===== config.mk =====
export PLATFORM = sky130hd
export DESIGN_NAME = inport_req_ctrl
export DESIGN_NICKNAME = d
export VERILOG_FILES = /design/src/rtl/inport_req_ctrl.sv
export SDC_FILE = /design/constraint.sdc
export NUM_CORES = 1
export LEC_CHECK = 0
export ABC_AREA = 1
export CAP_MARGIN = 20
export CORE_ASPECT_RATIO = 1.1
export CORE_MARGIN = 2
export CORE_UTILIZATION = 50
export CTS_CLUSTER_SIZE = 24
export DETAILED_ROUTE_END_ITERATION = 16
export DONT_BUFFER_PORTS = 1
export PLACE_DENSITY_LB_ADDON = 0.12
export SKIP_LAST_GASP = 1
export SYNTH_ARGS = -nofsm -noshare
export SYNTH_HDL_FRONTEND = slang
export SYNTH_SLANG_ARGS = --single-unit

===== constraint.sdc =====
create_clock -name clk -period 4.7 [get_ports clk]
set_input_delay 0.705 -clock clk [delete_from_list [all_inputs] [get_ports clk]]
set_output_delay 0.705 -clock clk [all_outputs]
set_load 0.02 [all_outputs]

===== src/rtl/inport_req_ctrl.sv =====
// Router input-port requester: buffers flits in a small FIFO, XY-routes each head flit,
// holds a one-hot request to the chosen output arbiter and forwards the packet while granted.
module inport_req_ctrl #(
    parameter int FLIT_W  = 16,
    parameter int COORD_W = 1,
    parameter int DEPTH   = 4,
    parameter int MY_X    = 0,
    parameter int MY_Y    = 0
) (
    input  logic              clk,
    input  logic              rst,
    input  logic [FLIT_W-1:0] in_flit,
    input  logic              in_valid,
    output logic              in_ready,
    output logic [4:0]        req_out,
    input  logic [4:0]        gnt_in,
    output logic [FLIT_W-1:0] out_flit,
    output logic              out_valid,
    output logic [2:0]        out_port,
    output logic              err
);
    localparam int AW = (DEPTH > 1) ? $clog2(DEPTH) : 1;
    localparam logic [AW:0]        DEPTH_C = (AW+1)'(DEPTH);
    localparam logic [COORD_W-1:0] MY_XC   = COORD_W'(MY_X);
    localparam logic [COORD_W-1:0] MY_YC   = COORD_W'(MY_Y);

    localparam logic [1:0] S_IDLE  = 2'd0;
    localparam logic [1:0] S_XFER  = 2'd1;
    localparam logic [1:0] S_DRAIN = 2'd2;

    logic [FLIT_W-1:0]  mem [DEPTH];
    logic [AW-1:0]      wr_ptr, rd_ptr;
    logic [AW:0]        count;
    logic [1:0]         state;
    logic               empty, full, push, pop, grant;
    logic [FLIT_W-1:0]  head;
    logic               head_is_head, head_is_tail;
    logic [COORD_W-1:0] dest_x, dest_y;
    logic [2:0]         route;

    assign empty    = (count == '0);
    assign full     = (count == DEPTH_C);
    assign in_ready = !full;
    assign push     = in_valid && !full;
    assign grant    = gnt_in[out_port];

    // Type bit 0 marks a head (01/11), type bit 1 marks a tail (10/11).
    always_comb begin
        head         = mem[rd_ptr];
        head_is_head = head[FLIT_W-2];
        head_is_tail = head[FLIT_W-1];
        dest_x       = head[FLIT_W-3 -: COORD_W];
        dest_y       = head[FLIT_W-3-COORD_W -: COORD_W];
        if (dest_x > MY_XC)      route = 3'd2;
        else if (dest_x < MY_XC) route = 3'd4;
        else if (dest_y > MY_YC) route = 3'd1;
        else if (dest_y < MY_YC) route = 3'd3;
        else                     route = 3'd0;
    end

    always_comb begin
        pop = 1'b0;
        case (state)
            S_IDLE:  pop = !empty && !head_is_head;
            S_XFER:  pop = grant && !empty;
            default: pop = 1'b0;
        endcase
    end

    always_ff @(posedge clk) begin
        if (push) mem[wr_ptr] <= in_flit;
    end

    always_ff @(posedge clk) begin
        if (rst) begin
            wr_ptr <= '0;
            rd_ptr <= '0;
            count  <= '0;
        end else begin
            if (push) wr_ptr <= wr_ptr + 1'b1;
            if (pop)  rd_ptr <= rd_ptr + 1'b1;
            case ({push, pop})
                2'b10:   count <= count + 1'b1;
                2'b01:   count <= count - 1'b1;
                default: count <= count;
            endcase
        end
    end

    // DRAIN waits for the previous grant to fall so the next packet cannot reuse it.
    always_ff @(posedge clk) begin
        if (rst) begin
            state     <= S_IDLE;
            req_out   <= '0;
            out_port  <= '0;
            out_flit  <= '0;
            out_valid <= 1'b0;
            err       <= 1'b0;
        end else begin
            out_valid <= 1'b0;
            err       <= 1'b0;
            case (state)
                S_IDLE: begin
                    if (!empty) begin
                        if (head_is_head) begin
                            out_port <= route;
                            req_out  <= 5'b00001 << route;
                            state    <= S_XFER;
                        end else begin
                            err <= 1'b1;
                        end
                    end
                end
                S_XFER: begin
                    if (pop) begin
                        out_flit  <= head;
                        out_valid <= 1'b1;
                        if (head_is_tail) begin
                            req_out <= '0;
                            state   <= S_DRAIN;
                        end
                    end
                end
                S_DRAIN: begin
                    if (!grant) state <= S_IDLE;
                end
                default: begin
                    state   <= S_IDLE;
                    req_out <= '0;
                end
            endcase
        end
    end
endmodule

==> impl_metrics.csv, run 1 <==
group,metric,value,unit
run_status,outcome,"complete, no violations",
timing,rsz_0062_raised_after_global_routing,"false",
setup_path,worstPathRequired,4990,ps
placed_design,place_ws,1940,ps
timing,fin_crit,2750,ps
setup_path,critical_path_arrival,3040,ps
power,pwr-share-clk,23.2,%
power,combPwrFrac,29.1,%
floorplanning,core_region_area,7830,um^2
timing,final-max-slew-violation-count,0,
timing,max_slew.worst_pin.slew,939,ps
global_route,grt_antenna_before_repair,0,
synth,synthesized_area,3970,um^2
route,first_pass_iteration_count_of_the_detailed_router,4,
setup_path,endpoint_kind,"flip-flop",
global_route,grt_pass1_vias,2398,
route,detail_route.wl_per_cell,15.5,um
layout,finalNetCount,400,
layout,final_core_util,54.4,%
setup_path,cpLargestDelayFamily,"buffers and inverters",
synth,ys_types,29,
power,internal_power,1.55,mW
synth,synth.area.top_cells,"sky130_fd_sc_hd__edfxtp_1, sky130_fd_sc_hd__dfxtp_1, sky130_fd_sc_hd__nand2_1, sky130_fd_sc_hd__nor2_1, sky130_fd_sc_hd__o21ai_0",
timing,setup_viol,0,
floorplanning,rows,34,
clock_network,clock_latency,360,ps
synth,post_synth.cell_area_avg,10.7,um^2
setup_path,worstSetupPathType,"reg -> reg",
route,detail_route.drc_violations,0,
floorplanning,floorplan.die.width,88.9,um
power,static-leakage-power,1.56,nW
setup_path,cp_slowest_stage_delay,440,ps
clock_network,cts-buffers-inserted,9,
synth,synthDominantCellAreaShare,48.4,%
setup_path,timing.critical_path.mode_cell,"sky130_fd_sc_hd__a21oi_1",
floorplanning,io_pins,51,
placed_design,hpwlAfterDp,4.71,mm
worst_hold_path,hold_start,"rst",
power,power.density,578,nW/um^2
timing,max-slew-margin-rel,37.3,%
power,sequentialPowerShare,47.7,%
power,swShare,37.0,%
global_route,gr-usage-all-layers,18.4,%
setup_path,crit_path_cell_trace,"buf_4, inv_2, nand2_1, nand3_1, nand3_2, nand3_4, nor2_8, ha_1, fa_1, a21oi_1, o21a_1, o21ai_0, a21oi_1",
placed_design,gp_congestion,0.734,
clock_network,cts_setup_buffers,0,
floorplanning,dieArea,8670,um^2
setup_path,cp_num_cells,13,
synth,ff_latch_count_synth,99,
synth,synth.yosys.seq_area_share,66.1,%
power,design_power_total,2.46,mW
clock_network,cts.repair.resized,0,
clock_network,tritoncts_num_sinks,99,
setup_path,worst_r2r_endpoint,"count[2]$_SDFFE_PP0P_",
synth,largest_area_contributor_in_the_synthesized_netlist,"sky130_fd_sc_hd__edfxtp_1",
route,finalWirelength,7.46,mm
global_route,grt_first_pass_wirelength,12.0,mm
route,drt-initial-drc-count,104,
power,ir_worst_vdd,0.197,mV
floorplanning,die_height,97.4,um
synth,total_number_of_yosys_warnings,0,
flow_run,cap_viol_max_count,0,
setup_path,critical_path.n_buffers_inverters,2,
placed_design,placement.io_buffers,0,
setup_path,r2r_slack,1950,ps
route,final_antenna_violating_net_count,0,
clock_network,ctsRootBufferMaster,"sky130_fd_sc_hd__clkbuf_8",
clock_network,postCtsHoldBufs,0,
route,number_of_vias_per_cell,5.19,
power,p_switching,0.909,mW
timing,achievable-frequency,0.364,GHz
global_route,maximum_number_of_pins_on_one_net_before_global_route_repair,34,
timing,clock-skew-final,13.7,ps
setup_path,critical-path-slowest-cell,"sky130_fd_sc_hd__inv_2",
setup_path,rr_worst_depth,13,
synth,post_synth_inst_count,372,
global_route,grt_ovf,0,
timing,final_hold_viol_count,0,
setup_path,crit_path_max_fanout,33,
layout,diodes,0,
worst_hold_path,min_delay_worst_endpoint,"out_flit[5]$_SDFFE_PP0P_",
clock_network,longest_clk_path_bufs,2,
worst_hold_path,hold-path-cell-count,1,
clock_network,cts_tree,"built",
timing,final_sum_of_negative_setup_slack,0,ps
clock_network,htreeDepth,3,
setup_path,worst_setup_path_start_kind,"flip-flop",
layout,final_layout_size_suffix_gt1_share,8.80,%
floorplanning,starting_density,50.7,%
worst_hold_path,min_path_type,"in -> reg",
timing,fin_ws,1950,ps
clock_network,clock_pin_slew_worst_setup_and_hold_paths,100,ps
route,via_count,2507,
timing,fin_crit_sh,58.5,%
layout,flow.area_growth_from_synthesis,7.22,%
-- power by group through the flow --
stage          combinational (mW)  clock [mW]  sequential, mW
3_5_place_dp                0.717           0            1.19
5_1_grt                     0.820       0.613            1.19
2_1_floorplan               0.573           0            1.18
3_3_place_gp                0.705           0            1.19
4_1_cts                     0.719       0.583            1.17
6_report                    0.715       0.571            1.17
-- worst max-delay path by stage --
stage	to	slack, ps
3_5_place_dp	count[2]$_SDFFE_PP0P_	1940
5_1_grt	count[2]$_SDFFE_PP0P_	1670
4_1_cts	count[2]$_SDFFE_PP0P_	1930
6_report	count[2]$_SDFFE_PP0P_	1950
2_1_floorplan	count[2]$_SDFFE_PP0P_	2340
3_3_place_gp	count[2]$_SDFFE_PP0P_	2010
-- logic make-up (layout without fill, tap and decap cells) --
kind of cell / count (synthesis) / in the layout / synth area share [%]
and+or+nand+nor: 151 / 151 / 17.1
adders and majority gates: 6 / 6 / 2.08
other: 1 / 2 / 0.0945
buffers and inverters: 45 / 47 / 5.08
DFF: 99 / 99 / 66.1
AOI/OAI and AO/OA: 68 / 68 / 9.11
xor gates and xnor gates: 2 / 2 / 0.441
-- metrics by stage --
stage	cells	hold slack [ps]	area [um^2]
2_1_floorplan	373	443	3970
3_3_place_gp	467	460	4040
3_5_place_dp	467	483	4040
4_1_cts	483	391	4260
5_1_grt	483	385	4260
6_report	483	410	4260
-- routing by layer --
layer | part of all wire (%) | vias up | wire length [um] | GRT usage, %
li1 | - | 1266 | - | -
met1 | 47 | 1171 | 3540 | 26.3
met2 | 45 | 58 | 3320 | 27.0
met3 | 5.9 | 12 | 443 | 4.16
met4 | 2.1 | 0 | 153 | 7.81
met5 | 0 | - | 0 | 0
-- Yosys cell counts --
master and n:
sky130_fd_sc_hd__nand2_2 1, sky130_fd_sc_hd__buf_6 2, sky130_fd_sc_hd__o22ai_1 12, sky130_fd_sc_hd__buf_2 6, sky130_fd_sc_hd__o21a_1 1, sky130_fd_sc_hd__nor2_1 47
sky130_fd_sc_hd__edfxtp_1 64, sky130_fd_sc_hd__inv_4 1, sky130_fd_sc_hd__nand3b_1 1, sky130_fd_sc_hd__nand4_1 5, sky130_fd_sc_hd__nor3_1 2, sky130_fd_sc_hd__xor2_1 2
sky130_fd_sc_hd__nand2_4 2, sky130_fd_sc_hd__a21oi_2 1, sky130_fd_sc_hd__inv_2 3, sky130_fd_sc_hd__a21oi_1 23, sky130_fd_sc_hd__inv_1 25, sky130_fd_sc_hd__conb_1 1
sky130_fd_sc_hd__buf_4 2, sky130_fd_sc_hd__nand2_1 62, sky130_fd_sc_hd__clkbuf_1 6, sky130_fd_sc_hd__nand3_1 27, sky130_fd_sc_hd__nand3_2 2, sky130_fd_sc_hd__fa_1 1
sky130_fd_sc_hd__nor2_8 1, sky130_fd_sc_hd__dfxtp_1 35, sky130_fd_sc_hd__ha_1 5, sky130_fd_sc_hd__o21ai_0 31, sky130_fd_sc_hd__nand3_4 1
-- area by class of cell --
cell class | instances | area (um^2)
fillers | 718 | 3570
flip-flops and latches | 99 | 2620
multi-input cells | 229 | 1160
clock buffers | 11 | 153
well taps | 108 | 135
inverters | 29 | 111
clock inverters | 5 | 60.1
repair buffers | 2 | 15.0
-- flip-flops by register name (all words and copies together) (netlist names), named ones only --
signal and flops:
mem 64, out_flit 16, req_out 4, count 3, out_port 2, rd_ptr 2
state 2, wr_ptr 2, err 1, out_valid 1
-- layout by cell type, fill, tap and decap left out, types with 2 or more instances in the layout --
| master | netlist | routed |
|---|---|---|
| sky130_fd_sc_hd__edfxtp_1 | 64 | 64 |
| sky130_fd_sc_hd__nand2_1 | 62 | 62 |
| sky130_fd_sc_hd__nor2_1 | 47 | 43 |
| sky130_fd_sc_hd__dfxtp_1 | 35 | 35 |
| sky130_fd_sc_hd__o21ai_0 | 31 | 31 |
| sky130_fd_sc_hd__nand3_1 | 27 | 27 |
| sky130_fd_sc_hd__inv_1 | 25 | 25 |
| sky130_fd_sc_hd__a21oi_1 | 23 | 23 |
| sky130_fd_sc_hd__o22ai_1 | 12 | 12 |
| sky130_fd_sc_hd__clkbuf_8 | 0 | 9 |
| sky130_fd_sc_hd__nand4_1 | 5 | 5 |
| sky130_fd_sc_hd__ha_1 | 5 | 5 |
| sky130_fd_sc_hd__nor2_2 | 0 | 4 |
| sky130_fd_sc_hd__inv_2 | 3 | 3 |
| sky130_fd_sc_hd__nand2_4 | 2 | 2 |
| sky130_fd_sc_hd__nand3_2 | 2 | 2 |
| sky130_fd_sc_hd__nor3_1 | 2 | 2 |
| sky130_fd_sc_hd__xor2_1 | 2 | 2 |
| sky130_fd_sc_hd__conb_1 | 1 | 2 |
| sky130_fd_sc_hd__buf_4 | 2 | 2 |
Power figures use the tool's default switching activity.
==> run 2: changes to the inputs <==
clock period = 2.7 ns   (was 4.7 ns; I/O delays follow)
==> run 2 against run 1 <==
Effect of this change: first-iteration DRC count increased by 43%; sequential power increased by 75%; final area increased by 0.29%; maximum frequency increased by 19%.
==> impl_metrics.csv, run 2 (synthesized netlist as in run 1, its figures left out) <==
group,metric,value,unit
clock_network,htreeDepth,3,
power,ir_worst_vdd,0.513,mV
setup_path,r2r_slack,380,ps
layout,largest_register,"mem",
setup_path,worstSetupPathType,"reg -> reg",
placed_design,hpwlAfterDp,4.98,mm
power,power.density,979,nW/um^2
setup_path,critical_path_arrival,2610,ps
clock_network,cts-buffers-inserted,9,
clock_network,cts.repair.resized,0,
route,first_pass_iteration_count_of_the_detailed_router,4,
clock_network,longest_clk_path_bufs,2,
layout,final_layout_size_suffix_gt1_share,9.66,%
floorplanning,core_region_area,7830,um^2
global_route,grt_antenna_before_repair,0,
placed_design,gp_congestion,0.781,
floorplanning,io_pins,51,
clock_network,cts_setup_buffers,0,
clock_network,tritoncts_num_sinks,99,
global_route,maximum_number_of_pins_on_one_net_before_global_route_repair,22,
floorplanning,dieArea,8670,um^2
clock_network,postCtsHoldBufs,0,
route,drt-initial-drc-count,149,
timing,final_sum_of_negative_setup_slack,0,ps
setup_path,rr_worst_depth,10,
flow_run,cap_viol_max_count,0,
timing,final_hold_viol_count,0,
floorplanning,floorplan.die.width,88.9,um
timing,fin_crit_sh,85.8,%
worst_hold_path,hold_start,"rst",
setup_path,worst_r2r_endpoint,"count[2]$_SDFFE_PP0P_",
global_route,grt_pass1_vias,2484,
route,via_count,2519,
global_route,grt_first_pass_wirelength,12.2,mm
timing,fin_crit,2320,ps
setup_path,worst_setup_path_start_kind,"flip-flop",
floorplanning,die_height,97.4,um
power,static-leakage-power,1.58,nW
global_route,gr-usage-all-layers,18.9,%
layout,largest_register_ff_count,64,
timing,fin_ws,384,ps
layout,fillerInstances,729,
clock_network,cts_tree,"built",
global_route,grt_ovf,0,
timing,clock-skew-final,16.1,ps
layout,final_cell_mix,"sky130_fd_sc_hd__edfxtp_1, sky130_fd_sc_hd__nand2_1, sky130_fd_sc_hd__nor2_1",
layout,flow.area_growth_from_synthesis,7.53,%
clock_network,clock_latency,360,ps
worst_hold_path,min_delay_worst_endpoint,"out_flit[6]$_SDFFE_PP0P_",
route,number_of_vias_per_cell,5.13,
layout,finalNetCount,408,
route,finalWirelength,7.51,mm
timing,setup_viol,0,
floorplanning,rows,34,
worst_hold_path,hold-path-cell-count,1,
placed_design,placement.io_buffers,0,
timing,achievable-frequency,0.432,GHz
worst_hold_path,min_path_type,"in -> reg",
setup_path,endpoint_kind,"flip-flop",
layout,post_layout_nonfiller_instances,491,
setup_path,crit_path_max_fanout,5,
clock_network,ctsRootBufferMaster,"sky130_fd_sc_hd__clkbuf_8",
route,detail_route.drc_violations,0,
layout,diodes,0,
placed_design,dp.cells,475,
layout,commonest_non_fill_non_tap_cell_in_the_layout,"sky130_fd_sc_hd__edfxtp_1",
floorplanning,starting_density,50.7,%
timing,rsz_0062_raised_after_global_routing,"false",
run_status,outcome,"complete, no violations",
power,design_power_total,4.18,mW
layout,final_core_util,54.5,%
setup_path,r2r_start,"count[0]$_SDFFE_PP0P_",
route,final_antenna_violating_net_count,0,
timing,final-max-slew-violation-count,0,
clock_network,clock_pin_slew_worst_setup_and_hold_paths,100,ps
layout,layout_top_registers,"mem x64, out_flit x16, req_out x4",
placed_design,place_ws,385,ps
setup_path,worstPathRequired,2990,ps
route,detail_route.wl_per_cell,15.3,um
==> run 2: changes by cell type in the layout (fill, tap and decap cells not counted), sizes merged <==
cell,delta
clkinvlp,+3
buf,+8
bufinv,-1
inv,+1
clkinv,-2
clkbuf,-1
==> run 2: worst max-delay path, cell delays in order, from the launching register on <==
cell	delay (ps)
sky130_fd_sc_hd__dfxtp_1	370
sky130_fd_sc_hd__nor3_1	410
sky130_fd_sc_hd__inv_1	170
sky130_fd_sc_hd__nand3_4	160
sky130_fd_sc_hd__nor2_8	40
sky130_fd_sc_hd__ha_1	220
sky130_fd_sc_hd__fa_1	390
sky130_fd_sc_hd__a21oi_1	150
sky130_fd_sc_hd__o21a_1	140
sky130_fd_sc_hd__o21ai_0	70
sky130_fd_sc_hd__a21oi_1	130
==> run 2: cell type report <==
type	count	area [um^2]	share of cell area, %
Clock buffer	10	128	2.99
Clock inverter	6	47.5	1.11
Inverter	29	111	2.61
Multi-Input combinational cell	229	1150	26.9
Sequential cell	99	2620	61.4
Tap cell	108	135	3.17
Timing Repair Buffer	10	75.1	1.76
==> run 2: report_power, final <==
part / internal (mW) / switching, mW
Clock: 0.342 / 0.513
Sequential: 1.83 / 0.215
Combinational: 0.409 / 0.863
==> run 2: how the worst max path moves through the flow <==
stage / start / slack, ps / cells after the start / to
after floorplan: out_port[0]$_SDFFE_PP0P_ / 490 / 14 / count[2]$_SDFFE_PP0P_
after global placement: count[0]$_SDFFE_PP0P_ / 440 / 10 / count[2]$_SDFFE_PP0P_
after detailed placement: count[0]$_SDFFE_PP0P_ / 390 / 10 / count[2]$_SDFFE_PP0P_
after CTS: count[0]$_SDFFE_PP0P_ / 360 / 10 / count[2]$_SDFFE_PP0P_
after global routing: out_port[0]$_SDFFE_PP0P_ / 190 / 13 / count[2]$_SDFFE_PP0P_
final: count[0]$_SDFFE_PP0P_ / 380 / 10 / count[2]$_SDFFE_PP0P_
==> run 2: layer usage <==
| layer | GRT usage [%] | part of all wire [%] |
|---|---|---|
| met3 | 4.42 | 4.8 |
| met5 | 0 | 0 |
| met4 | 7.23 | 2.3 |
| met1 | 26.4 | 47 |
| met2 | 28.6 | 46 |
==> run 2: through the flow <==
| stage | area (um^2) | hold slack [ps] |
|---|---|---|
| global placement | 4090 | 457 |
| floorplan | 3970 | 443 |
| finish | 4270 | 105 |
| detailed placement | 4090 | 481 |
| CTS | 4270 | 94.4 |
| global route | 4270 | 83.1 |
==> run 3: changes to the inputs <==
TNS_END_PERCENT = 30   (was unset)
clock period = 2.2 ns   (was 2.7 ns; I/O delays follow)
==> run 3 against run 2 <==
Effect of this change: clock skew shrank 5.2 ps; sequential cell count is the same; die area is the same; total power grew 31%; worst hold slack lost 75 ps; first-iteration DRC count shrank 24%; sequential power grew 22%; wire length grew 0.60%; global-route usage shrank 0.41 points; final area grew 3.1%; utilization grew 1.7 points; critical endpoint unchanged; largest cell class unchanged; largest power group unchanged.
==> impl_metrics.csv, run 3 (synthesized netlist as in run 1, its figures left out) <==
group,metric,value,unit
timing,final-max-slew-violation-count,0,
layout,largest_register,"mem",
layout,commonest_non_fill_non_tap_cell_in_the_layout,"sky130_fd_sc_hd__edfxtp_1",
route,finalWirelength,7.55,mm
floorplanning,floorplan.die.width,88.9,um
timing,achievable-frequency,0.486,GHz
timing,setup_viol,0,
floorplanning,dieArea,8670,um^2
power,internal_power,3.48,mW
global_route,grt_ovf,0,
floorplanning,io_pins,51,
setup_path,worstPathRequired,2490,ps
global_route,grt_antenna_before_repair,0,
placed_design,hpwlAfterDp,4.97,mm
placed_design,placement.io_buffers,0,
layout,final_layout_size_suffix_gt1_share,13.8,%
setup_path,r2r_slack,140,ps
route,detail_route.drc_violations,0,
route,final_antenna_violating_net_count,0,
clock_network,postCtsHoldBufs,0,
placed_design,gp_congestion,0.777,
layout,finalNetCount,415,
layout,flow.area_growth_from_synthesis,10.9,%
timing,final_hold_viol_count,0,
clock_network,cts-buffers-inserted,9,
power,ir_worst_vdd,0.478,mV
global_route,grt_pass1_vias,2371,
clock_network,htreeDepth,3,
power,sequentialPowerShare,45.9,%
layout,final_area,4400,um^2
layout,layout_top_registers,"mem x64, out_flit x16, req_out x4",
global_route,maximum_number_of_pins_on_one_net_before_global_route_repair,27,
clock_network,ctsRootBufferMaster,"sky130_fd_sc_hd__clkbuf_8",
worst_hold_path,min_path_type,"in -> reg",
global_route,grt_first_pass_wirelength,11.9,mm
placed_design,dp.cells,482,
layout,diodes,0,
route,via_count,2563,
clock_network,cts_tree,"built",
setup_path,critical-path-slowest-cell,"sky130_fd_sc_hd__fa_2",
placed_design,placed_area,4150,um^2
setup_path,crit_path_cell_trace,"nor3_2, inv_1, nand3_4, nor2_8, ha_2, fa_2, a21oi_2, o21a_1, o21ai_0, a21oi_1",
setup_path,crit_path_max_fanout,4,
clock_network,tritoncts_num_sinks,99,
timing,fin_crit,2060,ps
timing,clock-skew-final,10.9,ps
route,drt-initial-drc-count,113,
power,pwr-share-clk,23.2,%
power,swShare,36.3,%
floorplanning,rows,34,
route,detail_route.wl_per_cell,15.2,um
clock_network,clock_pin_slew_worst_setup_and_hold_paths,100,ps
power,static-leakage-power,1.65,nW
setup_path,cp_slowest_stage_delay,400,ps
layout,post_layout_nonfiller_instances,498,
clock_network,cts_setup_buffers,0,
flow_run,cap_viol_max_count,0,
clock_network,longest_clk_path_bufs,2,
power,design_power_total,5.47,mW
run_status,outcome,"complete, no violations",
setup_path,endpoint_kind,"flip-flop",
layout,largest_register_ff_count,64,
route,first_pass_iteration_count_of_the_detailed_router,4,
floorplanning,starting_density,50.7,%
clock_network,clock_latency,360,ps
setup_path,worst_setup_path_start_kind,"flip-flop",
floorplanning,die_height,97.4,um
timing,fin_crit_sh,93.6,%
power,p_switching,1.99,mW
power,combPwrFrac,30.9,%
route,number_of_vias_per_cell,5.15,
power,power.density,1240,nW/um^2
global_route,gr-usage-all-layers,18.5,%
floorplanning,core_region_area,7830,um^2
setup_path,worstSetupPathType,"reg -> reg",
setup_path,critical_path_arrival,2350,ps
layout,final_cell_mix,"sky130_fd_sc_hd__edfxtp_1, sky130_fd_sc_hd__nand2_1, sky130_fd_sc_hd__nor2_1",
clock_network,cts.repair.resized,0,
-- run 3: per-layer routing --
layer / track usage, % / vias to the layer above / share of wire, %
met4: 7.58 / 0 / 1.8
met5: 0 / - / 0
met3: 4.42 / 10 / 4.9
li1: - / 1296 / -
met2: 28.5 / 57 / 47
met1: 25.0 / 1200 / 47
-- run 3: critical path: cells and delay by family, from the launching register on --
family          cells  cell delay [ps]
fa+ha+maj           2              590
compound gates      4              480
simple gates        3              410
flops               1              370
buf+inv             1              130
-- run 3: metrics by stage --
step / hold WS (ps) / utilization, % / setup slack, ps / setup TNS, ps
2_1_floorplan: 429 / - / 48.7 / 0
3_3_place_gp: 404 / 53.0 / 91.1 / 0
3_5_place_dp: 404 / 53.0 / 53.2 / 0
4_1_cts: 15.4 / 55.9 / 26.4 / 0
5_1_grt: 1.92 / 56.2 / -0.300 / -0.300
6_report: 30.8 / 56.2 / 140 / 0
-- run 3: final cells by class --
cell class,count,area (um^2)
multi-input combinational,229,1170
timing repair buffer,17,128
clock buffer,11,163
inverter,29,114
sequential,99,2630
tap,108,135
fill,689,3430
clock inverter,5,63.8
-- run 3: power by group through the flow --
| stage | logic (mW) | clock network [mW] | registers [mW] |
|---|---|---|---|
| after floorplan | 1.22 | 0 | 2.53 |
| after global placement | 1.62 | 0 | 2.53 |
| after detailed placement | 1.65 | 0 | 2.54 |
| after CTS | 1.66 | 1.30 | 2.50 |
| after global routing | 1.92 | 1.39 | 2.55 |
| final | 1.69 | 1.27 | 2.51 |
-- run 3: path summary, 6_finish.rpt --
check / startpoint / endpoint / cells after the start
max reg2reg: count[1]$_SDFFE_PP0P_ / count[2]$_SDFFE_PP0P_ / 10
min: rst / out_flit[8]$_SDFFE_PP0P_ / 1
min reg2reg: out_port[1]$_SDFFE_PP0P_ / out_port[1]$_SDFFE_PP0P_ / 2
max: count[1]$_SDFFE_PP0P_ / count[2]$_SDFFE_PP0P_ / 10
